`src/rtl/branch_resolve_id.sv`:
```
// branch_resolve_id: IF/ID register with decode-stage beq/bne/j resolution and wrong-path squash
module branch_resolve_id #(
    parameter int FLUSH_CYCLES = 1,
    parameter int CNT_W = 16
) (
    input  logic             clk,
    input  logic             rst,
    input  logic [31:0]      if_instruction,
    input  logic [31:0]      if_pc_plus1,
    input  logic             stall,
    input  logic [31:0]      rs_data,
    input  logic [31:0]      rt_data,
    output logic [4:0]       rs_addr,
    output logic [4:0]       rt_addr,
    output logic             pc_src,
    output logic [31:0]      branch_addr,
    output logic             pc_hold,
    output logic [31:0]      id_instruction,
    output logic [31:0]      id_pc_plus1,
    output logic             id_valid,
    output logic [CNT_W-1:0] branch_cnt,
    output logic [CNT_W-1:0] taken_cnt
);
    typedef enum logic {RUN, FLUSH} state_t;
    state_t state;
    logic [2:0] flush_cnt;
    logic [5:0] op;
    logic is_beq, is_bne, is_j, taken, run;
    logic [31:0] target;
    assign op = id_instruction[31:26];
    assign is_beq = op == 6'h04;
    assign is_bne = op == 6'h05;
    assign is_j = op == 6'h02;
    assign run = state == RUN;
    assign rs_addr = id_instruction[25:21];
    assign rt_addr = id_instruction[20:16];
    assign taken = id_valid & ((is_beq & rs_data == rt_data) | (is_bne & rs_data != rt_data) | is_j);
    assign target = is_j ? {id_pc_plus1[31:26], id_instruction[25:0]}
                         : id_pc_plus1 + {{16{id_instruction[15]}}, id_instruction[15:0]};
    assign pc_src = taken & run & !stall;
    assign branch_addr = (is_beq | is_bne | is_j) ? target : '0;
    assign pc_hold = stall & run;
    // Bubbles keep the old PC+1; only the instruction and valid bit are cleared.
    always_ff @(posedge clk) begin
        if (rst) begin
            state <= RUN;
            flush_cnt <= '0;
            id_instruction <= '0;
            id_pc_plus1 <= '0;
            id_valid <= 1'b0;
            branch_cnt <= '0;
            taken_cnt <= '0;
        end else if (state == FLUSH) begin
            id_instruction <= '0;
            id_valid <= 1'b0;
            flush_cnt <= flush_cnt - 3'd1;
            if (flush_cnt == 3'd1) state <= RUN;
        end else if (!stall) begin
            if (pc_src) begin
                id_instruction <= '0;
                id_valid <= 1'b0;
                branch_cnt <= branch_cnt + CNT_W'(1);
                taken_cnt <= taken_cnt + CNT_W'(1);
                flush_cnt <= 3'(FLUSH_CYCLES);
                state <= FLUSH;
            end else begin
                id_instruction <= if_instruction;
                id_pc_plus1 <= if_pc_plus1;
                id_valid <= 1'b1;
                if (id_valid & (is_beq | is_bne)) branch_cnt <= branch_cnt + CNT_W'(1);
            end
        end
    end
endmodule
```
`config.mk`:
```
export PLATFORM = sky130hd
export DESIGN_NAME = branch_resolve_id
export DESIGN_NICKNAME = d
export VERILOG_FILES = /design/src/rtl/branch_resolve_id.sv
export SDC_FILE = /design/constraint.sdc
export NUM_CORES = 1
export LEC_CHECK = 0
export BUFFER_PORTS_ARGS = -buffer_cell sky130_fd_sc_hd__buf_2
export CAP_MARGIN = 10
export CORE_UTILIZATION = 45
export DETAILED_ROUTE_END_ITERATION = 10
export PLACE_DENSITY = 0.76
export SLEW_MARGIN = 20
export SYNTH_ARGS = -nofsm -noshare
export SYNTH_HDL_FRONTEND = slang
export SYNTH_SLANG_ARGS = --single-unit
```
`constraint.sdc`:
```
create_clock -name clk -period 5.29 [get_ports clk]
set_input_delay 0 -clock clk [delete_from_list [all_inputs] [get_ports clk]]
set_output_delay 0 -clock clk [all_outputs]
set_load 0.02 [all_outputs]
```
# ---- Word-level counts from Yosys, hierarchy flattened
# Cells that the tools add are included.
dict set report totals {
  reg_bits 101
  elab_cells 53
}
dict set report classes {
  n_bitwise 14
  eq_ne 7
  n_addsub 4
  mux 13
  n_reduce_logical 8
}
# cell n
set ops {}
lappend ops {{$mux W32} 3}
lappend ops {{$add A16 B1 Y16 const B} 2}
lappend ops {{$add A32 B32 Y32} 1}
lappend ops {{$eq A32 B32 Y1} 1}
lappend ops {{$mux W16} 2}
lappend ops {{$ne A32 B32 Y1} 1}
lappend ops {{$eq A6 B3 Y1 const B} 2}
lappend ops {{$mux W3} 3}
lappend ops {{$reduce_and A3 Y1} 3}
lappend ops {{$and A1 B1 Y1} 7}
lappend ops {{$eq A6 B2 Y1 const B} 1}
lappend ops {{$mux W1} 5}
lappend ops {{$or A1 B1 Y1} 4}
lappend ops {{$reduce_bool A2 Y1} 2}
lappend ops {{$eq A3 B1 Y1 const B} 1}
lappend ops {{$not A1 Y1} 3}
lappend ops {{$sub A3 B1 Y3 const B} 1}
lappend ops {{$ne A2 B1 Y1 const B} 1}
lappend ops {{$reduce_and A2 Y1} 1}
lappend ops {{$reduce_or A2 Y1} 1}
lappend ops {{$logic_not A1 Y1} 1}

# ---- Logic depth before layout (Yosys ltp)
# Gate-level depths: netlist of the first run.
dict set report depth {
  depth_word 10
  mapped_depth 10
}

# ---- Worst setup path before layout of the first run
# No wires, ideal clock.
dict set report synth_path {
  kind {register to output}
  from {reg id_instruction[15]}
  to {out branch_addr[25]}
  n_path_buf 1
  required_time_ns 5.290
  arrival_time_ns 2.893
  setup_slack_ns 2.397
  stages_incl_launch_ff 11
  cell_sequence {dfxtp_1 ha_1 clkbuf_1 and3_1 nand3_1 or3_1 a31oi_1 or2_2 nor2_1 xor2_1 o21ai_0}
}
dict set report synth_between {
  elab_chain_len 3
}
# element line_no
set synth_lines {}
lappend synth_lines {{start: declaration} 18} ;# output logic [31:0] id_instruction,
lappend synth_lines {{start signal: assignment} 67} ;# id_instruction <= if_instruction;
lappend synth_lines {{$add A32 B32 Y32} 39} ;# : id_pc_plus1 + {{16{id_instruction[15]}}, id_instruction[15:0]};
lappend synth_lines {{$mux W32} 38} ;# assign target = is_j ? {id_pc_plus1[31:26], id_instruction[25:0]}
lappend synth_lines {{$mux W32} 41} ;# assign branch_addr = (is_beq | is_bne | is_j) ? target : '0;
lappend synth_lines {{end: declaration} 16} ;# output logic [31:0] branch_addr,
# No other way between the ends.

# ---- Worst setup path in the final report of the first run
dict set report layout_path {
  from {reg id_instruction[15]}
  to {out branch_addr[29]}
}
# The elaborated chain is that of the path after synthesis.

==> impl_metrics.tcl, run 1 <==
set metrics [dict create \
    hold_viol 0 \
    crit_required_ns 5.29 \
    drv_cap 0 \
    worst_pin_slew_ns 1.13 \
    min_period_over_period 0.698 \
    fp.coreArea_um2 13800 \
    p_per_area_nw_per_um2 224 \
    synth-xor-area-share 0.0967 \
    whs_ns 0.0448 \
    drt_first_pass_iters 5 \
    combPwrFrac 0.229 \
    cts_tree "built" \
    clock_power_share 0.346 \
    synth_seq_cells 101 \
    viasPerCell 5.49 \
    diodes 0 \
    yosys_warnings 0 \
    numCtsBuffers 9 \
    hpwl_um 14100 \
    syn_nets 938 \
    grt_pass1_vias 6638 \
    p_sw_frac 0.322 \
    die_area_um2 14600 \
    grt.total_usage 0.277 \
    finalCriticalPeriod_ns 3.69 \
    wl_per_cell_um 16.2 \
    slew_headroom 0.245 \
    drc 0 \
    avgSynthCellArea_um2 8.22 \
    ys_async_sr_fraction 0 \
    tns_ns 0 \
    worstSetupPathType "reg2out" \
    antenna_left 0 \
    p_sw_uw 628 \
    critPathLaunchType "flop" \
    synth_edf_count 0 \
    ioPinCount 272 \
    r2r_slack_ns 2.09 \
    setup_violations 0 \
    crit_arrival_ns 3.69 \
    layout.nets 1241 \
    cts_max_level 3 \
    path_max_fanout 23 \
    end_kind "primary output" \
    yosysSeqAreaShare 0.319 \
    gp_congestion 0.943 \
    cts_buffer_depth 2 \
    p_leak_uw 0.00408 \
    synth-simple-area-share 0.205 \
    synthesis.area_um2 6340 \
    grt_max_degree 73 \
    die_w_um 121 \
    initial_core_util 0.459 \
    fp.dieH_um 121 \
    area_growth_pct 37.4 \
    wl_um 20400 \
    max_freq_mhz 271 \
    hold_class "in2reg" \
    rsz0062_at_grt "no" \
    antenna_found_initial 0 \
    path_clk_slew_ns 0.07 \
    io_buffers 271 \
    seqPwrFrac 0.425 \
    clock_latency_ns 0.37 \
    ys.flop_type "dfxtp_1" \
    synthCells 771 \
    ir_drop_mv 0.242 \
    synthDistinctLibCells 66 \
    vias 6916 \
    num_rows 43 \
    drv_slew 0 \
    cts_root_buf "clkbuf_16" \
    drive_gt1_frac 0.288 \
    cts_sinks 101 \
    fin_skew_ns 0.0163 \
    grt_overflow_total 0 \
    synthMuxAreaShare 0.00967 \
    synth_top_family_by_area "compound AO/OA/AOI/OAI gates" \
    status "finished, final reports clean" \
    p_int_uw 1320 \
    dp_cells 1179 \
    synth_compound_area_frac 0.249 \
    final-instance-count-excl-fill 1259 \
    grt_pass1_wl_um 32400 \
    synth_fa_ha_area_frac 0.0722 \
    drt_iter0_drc 417 \
]
-- power groups by stage --
stage	combinational, uW	sequential [uW]	clock [uW]
2_1_floorplan	223	875	0
3_3_place_gp	398	845	0
3_5_place_dp	403	846	0
4_1_cts	442	829	683
5_1_grt	488	834	710
6_report	447	829	675
-- kinds of logic after synthesis --
family / Yosys count
buffers and inverters: 70
adders and majority gates: 36
and+or+nand+nor: 240
muxes: 6
AOI/OAI and AO/OA: 248
DFF: 101
xor gates and xnor gates: 70
-- critical path, cell delays in order (launching register included) --
cell	delay, ns
dfxtp_1	0.93
ha_1	0.45
a21oi_1	0.20
o21ai_0	0.13
o41ai_1	0.36
nor3_1	0.11
o21ai_1	0.22
a21oi_1	0.13
or3_1	0.35
a32o_1	0.28
buf_2	0.17
-- synthesized netlist by cell type, types with 7 or more instances --
library cell	count	area, um2
dfxtp_1	101	2020
o21ai_0	78	390
a21oi_1	72	360
xor2_1	54	473
nand2_1	51	191
nor2_1	41	154
a22o_1	37	324
ha_1	35	438
nand3b_1	33	248
clkbuf_1	29	109
nand3_1	24	120
inv_1	21	78.8
or3_1	17	106
nor3_1	16	80.1
xnor2_1	16	140
buf_4	10	75.1
nand4_1	8	50.1
nor4_1	8	50.1
a21o_1	7	52.6
and3_1	7	43.8
-- metal layers --
| layer | vias up | GRT usage | wire length, um |
|---|---|---|---|
| met5 | - | 0 | 0 |
| met4 | 0 | 0.110 | 452 |
| met3 | 40 | 0.0632 | 1350 |
| met2 | 239 | 0.471 | 9700 |
| met1 | 3229 | 0.338 | 8900 |
| li1 | 3408 | - | - |
-- path summary, 6_finish.rpt --
check / endpoint / depth (start not counted) / start
min: id_valid / 3 / stall
min reg2reg: id_pc_plus1[0] / 2 / id_pc_plus1[0]
max: branch_addr[29] / 10 / id_instruction[15]
max reg2reg: taken_cnt[15] / 8 / id_instruction[30]
-- through the flow --
| step | utilization | power, uW | setup slack (ns) | cell area (um2) |
|---|---|---|---|---|
| global placement | 0.562 | 1240 | 2.06 | 7770 |
| detailed placement | 0.562 | 1250 | 2.01 | 7770 |
| finish | 0.630 | 1950 | 1.60 | 8710 |
| global route | 0.630 | 2030 | 1.25 | 8710 |
| floorplan | - | 1100 | 2.40 | 6340 |
| CTS | 0.630 | 1950 | 1.60 | 8710 |
-- layout by cell type, fill, tap and decap left out, drive strengths merged, types with 3 or more instances in the layout --
master,instances
nor2b,5
o22a,3
and3,7
clkbuf,9
clkinv,4
or2,7
o21a,5
nand2b,5
a21o,7
o21ai,83
nand3b,33
mux2i,5
buf,277
and4,6
nor3,17
a32o,3
nand2,51
a21oi,72
nand3,24
a22o,37
ha,35
a211oi,5
nand4,9
or3,17
inv,24
dfxtp,101
dlygate4sd3,64
xor2,54
a31oi,7
and2,6
nor2,41
xnor2,16
nor4,8
-- flip-flops by register name, summed over array words and instances (netlist names) --
name and flops:
id_instruction 32, id_pc_plus1 32, branch_cnt 16, taken_cnt 16, flush_cnt 3, id_valid 1
state 1
-- what timing repair did --
action | in CTS | in global routing
hold buffers | 64 | 0
setup buffers | 0 | 0
hold endpoints to repair | 64 | 0
gates resized for setup | 0 | 0
-- area by class of cell --
cell class                 instances  area [um2]
sequential                       101        2020
tap                              180         225
timing repair buffer             341        2040
clock inverter                     7        78.8
fill                            1239        5110
inverter                          21        78.8
clock buffer                       9         225
multi-input combinational        600        4040
No activity file was read; power rests on OpenSTA's default activity.
==> run 2: changes to the inputs <==
--- a/config.mk
+++ b/config.mk
@@ -5,11 +5,12 @@
 export SDC_FILE = /design/constraint.sdc
 export NUM_CORES = 1
 export LEC_CHECK = 0
+export ABC_AREA = 1
 export BUFFER_PORTS_ARGS = -buffer_cell sky130_fd_sc_hd__buf_2
 export CAP_MARGIN = 10
 export CORE_UTILIZATION = 45
 export DETAILED_ROUTE_END_ITERATION = 10
-export PLACE_DENSITY = 0.76
+export PLACE_DENSITY = 0.74
 export SLEW_MARGIN = 20
 export SYNTH_ARGS = -nofsm -noshare
 export SYNTH_HDL_FRONTEND = slang
==> constraint.sdc (replaced) <==
create_clock -name clk -period 3.5 [get_ports clk]
set_input_delay 0 -clock clk [delete_from_list [all_inputs] [get_ports clk]]
set_output_delay 0 -clock clk [all_outputs]
set_load 0.02 [all_outputs]
==> run 2 against run 1 <==
Net effect: combinational power increased by 80%; critical path depth increased by 4; register-to-register slack got worse by 1.1 ns; non-clock buffer count increased by 2; core utilization decreased by 1.8 points; synthesized cell count increased by 56%; largest cell class unchanged.
==> impl_metrics.tcl, run 2 <==
set metrics [dict create \
    status "finished, final reports clean" \
    path_buf_inv 2 \
    drv_cap 0 \
    hold_class "in2reg" \
    yosysMostFrequentCell "nand2_1" \
    diodes 0 \
    whs_ns 0.128 \
    initial_core_util 0.464 \
    viasPerCell 4.94 \
    ys.flop_type "dfxtp_1" \
    final-instance-count-excl-fill 1728 \
    vias 8543 \
    worstSetupPathType "reg2out" \
    synthDistinctLibCells 41 \
    syn_nets 1368 \
    ir_drop_mv 0.234 \
    finalCriticalPeriod_ns 3.01 \
    dp_cells 1649 \
    crit_arrival_ns 3.01 \
    num_rows 46 \
    synthesis.area_um2 7400 \
    fin_skew_ns 0.00846 \
    cts_max_level 3 \
    grt_overflow_total 0 \
    wl_um 24500 \
    crit_required_ns 3.50 \
    slowest_stage "fa_1" \
    end_kind "primary output" \
    max_freq_mhz 332 \
    dp_slack_ns 0.894 \
    synth_edf_count 0 \
    grt_pass1_wl_um 37900 \
    drive_gt1_frac 0.212 \
    drc 0 \
    path_max_fanout 4 \
    tns_ns 0 \
    critical-path-top-delay-family "simple AND/OR/NAND/NOR gates" \
    cts_sinks 101 \
    cts_buffer_depth 2 \
    layout.nets 1675 \
    p_leak_uw 0.00494 \
    min_period_over_period 0.860 \
    cts_tree "built" \
    drv_slew 0 \
    yosysSeqAreaShare 0.273 \
    synth_common_cells "nand2_1 (385), nor2_1 (157), inv_1 (143)" \
    final.setup.worst_slack_ns 0.491 \
    fin_area_um2 9760 \
    path_clk_slew_ns 0.07 \
    hold_viol 0 \
    worst_pin_slew_ns 0.943 \
    antenna_found_initial 0 \
    cts_root_buf "clkbuf_16" \
    numCtsBuffers 9 \
    grt.total_usage 0.286 \
    drt_iter0_drc 492 \
    setup_violations 0 \
    critPathLaunchType "flop" \
    cpPeakStageDelay_ns 0.41 \
    clock_latency_ns 0.36 \
    grt_pass1_vias 7716 \
    placed_cell_area_um2 8810 \
    grt_max_degree 60 \
    gp_congestion 0.975 \
    yosys_warnings 0 \
    avgSynthCellArea_um2 6.16 \
    area_growth_pct 32.0 \
    final_common_cell "nand2_1" \
    final_cell_mix "nand2_1 (385), buf_2 (271), nor2_1 (157)" \
    synth_area_leaders "dfxtp_1 (27%), nand2_1 (20%), nor2_1 (8.0%)" \
    synth_seq_cells 101 \
    fp.dieH_um 130 \
    synthCells 1201 \
    path_cells "ha_1 -> fa_1 -> nand3_1 -> nand3_1 -> a21boi_1 -> inv_1 -> nand2_1 -> o211ai_1 -> nand2_1 -> nand2_1 -> nand3_1 -> a21oi_1 -> o21ai_0 -> buf_2" \
    rsz0062_at_grt "no" \
    yosys.area.top_type "dfxtp_1" \
    top_regs "id_instruction (32), id_pc_plus1 (32)" \
    ys_async_sr_fraction 0 \
    die_w_um 130 \
    post_cts_buffers 0 \
    p_per_area_nw_per_um2 323 \
    fp.coreArea_um2 15900 \
    die_area_um2 17000 \
    wl_per_cell_um 14.2 \
    slew_headroom 0.370 \
    antenna_left 0 \
    hpwl_um 18500 \
    yosys.area.top_type_share 0.273 \
    ioPinCount 272 \
    drt_first_pass_iters 5 \
    io_buffers 271 \
]
[run 2: power by group]
group	switching [uW]	leakage [uW]	internal (uW)	total (uW)
combinational	488	0.00397	316	803
sequential	56.1	0.000828	1200	1260
clock	463	0.000145	626	1090
total	1010	0.00494	2140	3150
[run 2: cell families after synthesis]
group | count (synthesis) | share of synthesized area
adders and majority gates | 36 | 0.0619
and+or+nand+nor | 638 | 0.352
buffers and inverters | 191 | 0.111
AOI/OAI and AO/OA | 175 | 0.131
xor gates and xnor gates | 60 | 0.0710
DFF | 101 | 0.273
[run 2: timing repair]
action                     in CTS  in global routing
hold buffers                   64                  0
gates resized for setup         0                  0
setup endpoints to repair       0                  0
hold endpoints to repair       64                  0
[run 2: worst paths after layout]
check                           from         endpoint  slack (ns)  cells after the start
hold reg to reg        taken_cnt[13]    taken_cnt[13]        0.48                      2
hold / removal                   rst   branch_cnt[12]        0.13                      2
setup / recovery   id_instruction[0]  branch_addr[30]        0.49                     14
setup reg to reg  id_instruction[28]  id_pc_plus1[14]        1.01                     12
[run 2: metrics by stage]
| stage | power, uW | util |
|---|---|---|
| 6_report | 3150 | 0.612 |
| 2_1_floorplan | 1760 | - |
| 3_3_place_gp | 2010 | 0.553 |
| 5_1_grt | 3310 | 0.612 |
| 4_1_cts | 3160 | 0.612 |
| 3_5_place_dp | 2020 | 0.553 |
[run 2: area by class of cell]
class | count | area [um2]
repair buffers | 343 | 2060
inverters | 144 | 543
flip-flops and latches | 101 | 2020
clock inverters | 5 | 83.8
fillers | 1559 | 6180
clock buffers | 10 | 229
multi-input cells | 909 | 4560
well taps | 216 | 270
[run 2: routing by layer]
metal | GRT usage | vias to the layer above | wire (um)
met2 | 0.507 | 284 | 11600
li1 | - | 4378 | -
met3 | 0.0562 | 42 | 1570
met4 | 0.0999 | 0 | 616
met1 | 0.343 | 3839 | 10700
met5 | 0 | - | 0
==> run 3: changes to the inputs <==
--- a/config.mk
+++ b/config.mk
@@ -11,6 +11,7 @@
 export CORE_UTILIZATION = 45
 export DETAILED_ROUTE_END_ITERATION = 10
 export PLACE_DENSITY = 0.74
+export REMOVE_ABC_BUFFERS = 1
 export SLEW_MARGIN = 20
 export SYNTH_ARGS = -nofsm -noshare
 export SYNTH_HDL_FRONTEND = slang
==> run 3 against run 2 <==
Net effect: sequential share of layout area increased by 0.12 points; critical path type unchanged; non-clock buffer count decreased by 3; sequential power about the same; critical endpoint is now branch_addr[23].
==> impl_metrics.tcl, run 3 (synthesis gave the netlist of run 2 again) <==
set metrics [dict create \
    cts_buffer_depth 2 \
    holdPathStages 2 \
    end_kind "primary output" \
    antenna_left 0 \
    crit_required_ns 3.50 \
    crit_arrival_ns 3.14 \
    diodes 0 \
    final_cell_mix "nand2_1 (385), buf_2 (271), nor2_1 (157)" \
    num_rows 46 \
    die_area_um2 17000 \
    final.setup.worst_slack_ns 0.356 \
    ioPinCount 272 \
    seqPwrFrac 0.417 \
    layout.nets 1672 \
    grt.total_usage 0.279 \
    fp.dieH_um 130 \
    hold_class "in2reg" \
    die_w_um 130 \
    p_int_uw 2010 \
    post_cts_buffers 0 \
    cts_sinks 101 \
    wl_per_cell_um 14.1 \
    cts_tree "built" \
    setup_violations 0 \
    drt_first_pass_iters 5 \
    cts_max_level 3 \
    path_clk_slew_ns 0.07 \
    fin_area_um2 9710 \
    drv_slew 0 \
    drt_iter0_drc 391 \
    area_growth_pct 31.2 \
    clock_latency_ns 0.36 \
    status "finished, final reports clean" \
    finalCriticalPeriod_ns 3.14 \
    io_buffers 271 \
    initial_core_util 0.464 \
    path_cells "ha_1 -> a21oi_1 -> a21boi_0 -> o21bai_1 -> inv_1 -> nand2_1 -> o21ai_0 -> nand2_1 -> buf_2" \
    crit_top_cell "nand2_1" \
    rsz0062_at_grt "no" \
    placed_cell_area_um2 8790 \
    grt_overflow_total 0 \
    grt_max_degree 65 \
    antenna_found_initial 0 \
    dp_slack_ns 0.828 \
    path_max_fanout 16 \
    drc 0 \
    hpwl_um 18200 \
    combPwrFrac 0.263 \
    cpPeakStageDelay_ns 0.81 \
    p_per_area_nw_per_um2 312 \
    p_leak_uw 0.00491 \
    worst_pin_slew_ns 1.12 \
    ir_drop_mv 0.228 \
    fp.coreArea_um2 15900 \
    p_sw_uw 1020 \
    slowest_stage "dfxtp_1" \
    drive_gt1_frac 0.211 \
    p_sw_frac 0.338 \
    final_common_cell "nand2_1" \
    cts_root_buf "clkbuf_16" \
    hold_viol 0 \
    fin_skew_ns 0.00779 \
    worst_r2r_path_depth 10 \
    drv_cap 0 \
    clock_power_share 0.320 \
    min_period_over_period 0.898 \
    top_regs "id_instruction (32), id_pc_plus1 (32)" \
    max_freq_mhz 318 \
    wl_um 24300 \
    gp_congestion 0.931 \
    numCtsBuffers 9 \
    slew_headroom 0.255 \
    worstSetupPathType "reg2out" \
    critPathLaunchType "flop" \
    grt_pass1_vias 7553 \
    viasPerCell 4.91 \
    grt_pass1_wl_um 36800 \
    r2r_slack_ns 0.99 \
    vias 8470 \
    tns_ns 0 \
]
[run 3: path summary, 6_finish.rpt]
| kind | to | startpoint |
|---|---|---|
| worst max-delay path | branch_addr[23] | id_instruction[15] |
| worst min-delay path | taken_cnt[6] | rst |
| worst max register to register | branch_cnt[9] | id_instruction[28] |
| worst min register to register | id_instruction[30] | id_instruction[30] |
[run 3: power groups by stage]
stage	clock network (uW)	registers [uW]	logic, uW
detailed placement	0	1290	732
global route	1030	1270	878
global placement	0	1290	727
CTS	992	1260	790
floorplan	0	1340	384
finish	969	1260	796
[run 3: final cells by class]
cell class              instances  area [um2]
fillers                      1586        6240
multi-input cells             909        4560
repair buffers                340        2030
flip-flops and latches        101        2020
inverters                     144         543
well taps                     216         270
clock buffers                  10         229
clock inverters                 6        48.8
[run 3: repair_timing]
| action | 4_1_cts | 5_1_grt |
|---|---|---|
| resized for setup | 0 | 0 |
| hold buffers | 64 | 0 |
| hold endpoints to repair | 64 | 0 |
[run 3: critical path: cells and delay by family, from the launching register on]
kind	cells	cell delay (ns)
buffers and inverters	2	0.25
AOI/OAI and AO/OA	4	1.12
adders and majority gates	1	0.42
DFF	1	0.81
and+or+nand+nor	2	0.18
[run 3: per-stage QoR]
step | total power (uW) | hold slack [ns] | cells | utilization
floorplan | 1730 | 0.0691 | 1154 | -
global placement | 2010 | 0.221 | 1646 | 0.551
detailed placement | 2020 | 0.228 | 1646 | 0.551
CTS | 3040 | 0.128 | 1726 | 0.609
global route | 3170 | 0.145 | 1726 | 0.609
finish | 3030 | 0.127 | 1726 | 0.609
[run 3: metal layers]
metal / GRT usage / wire length [um] / vias to the layer above
li1: - / - / 4371
met1: 0.338 / 10500 / 3773
met2: 0.487 / 11600 / 287
met3: 0.0549 / 1570 / 39
met4: 0.101 / 573 / 0
met5: 0 / 0 / -
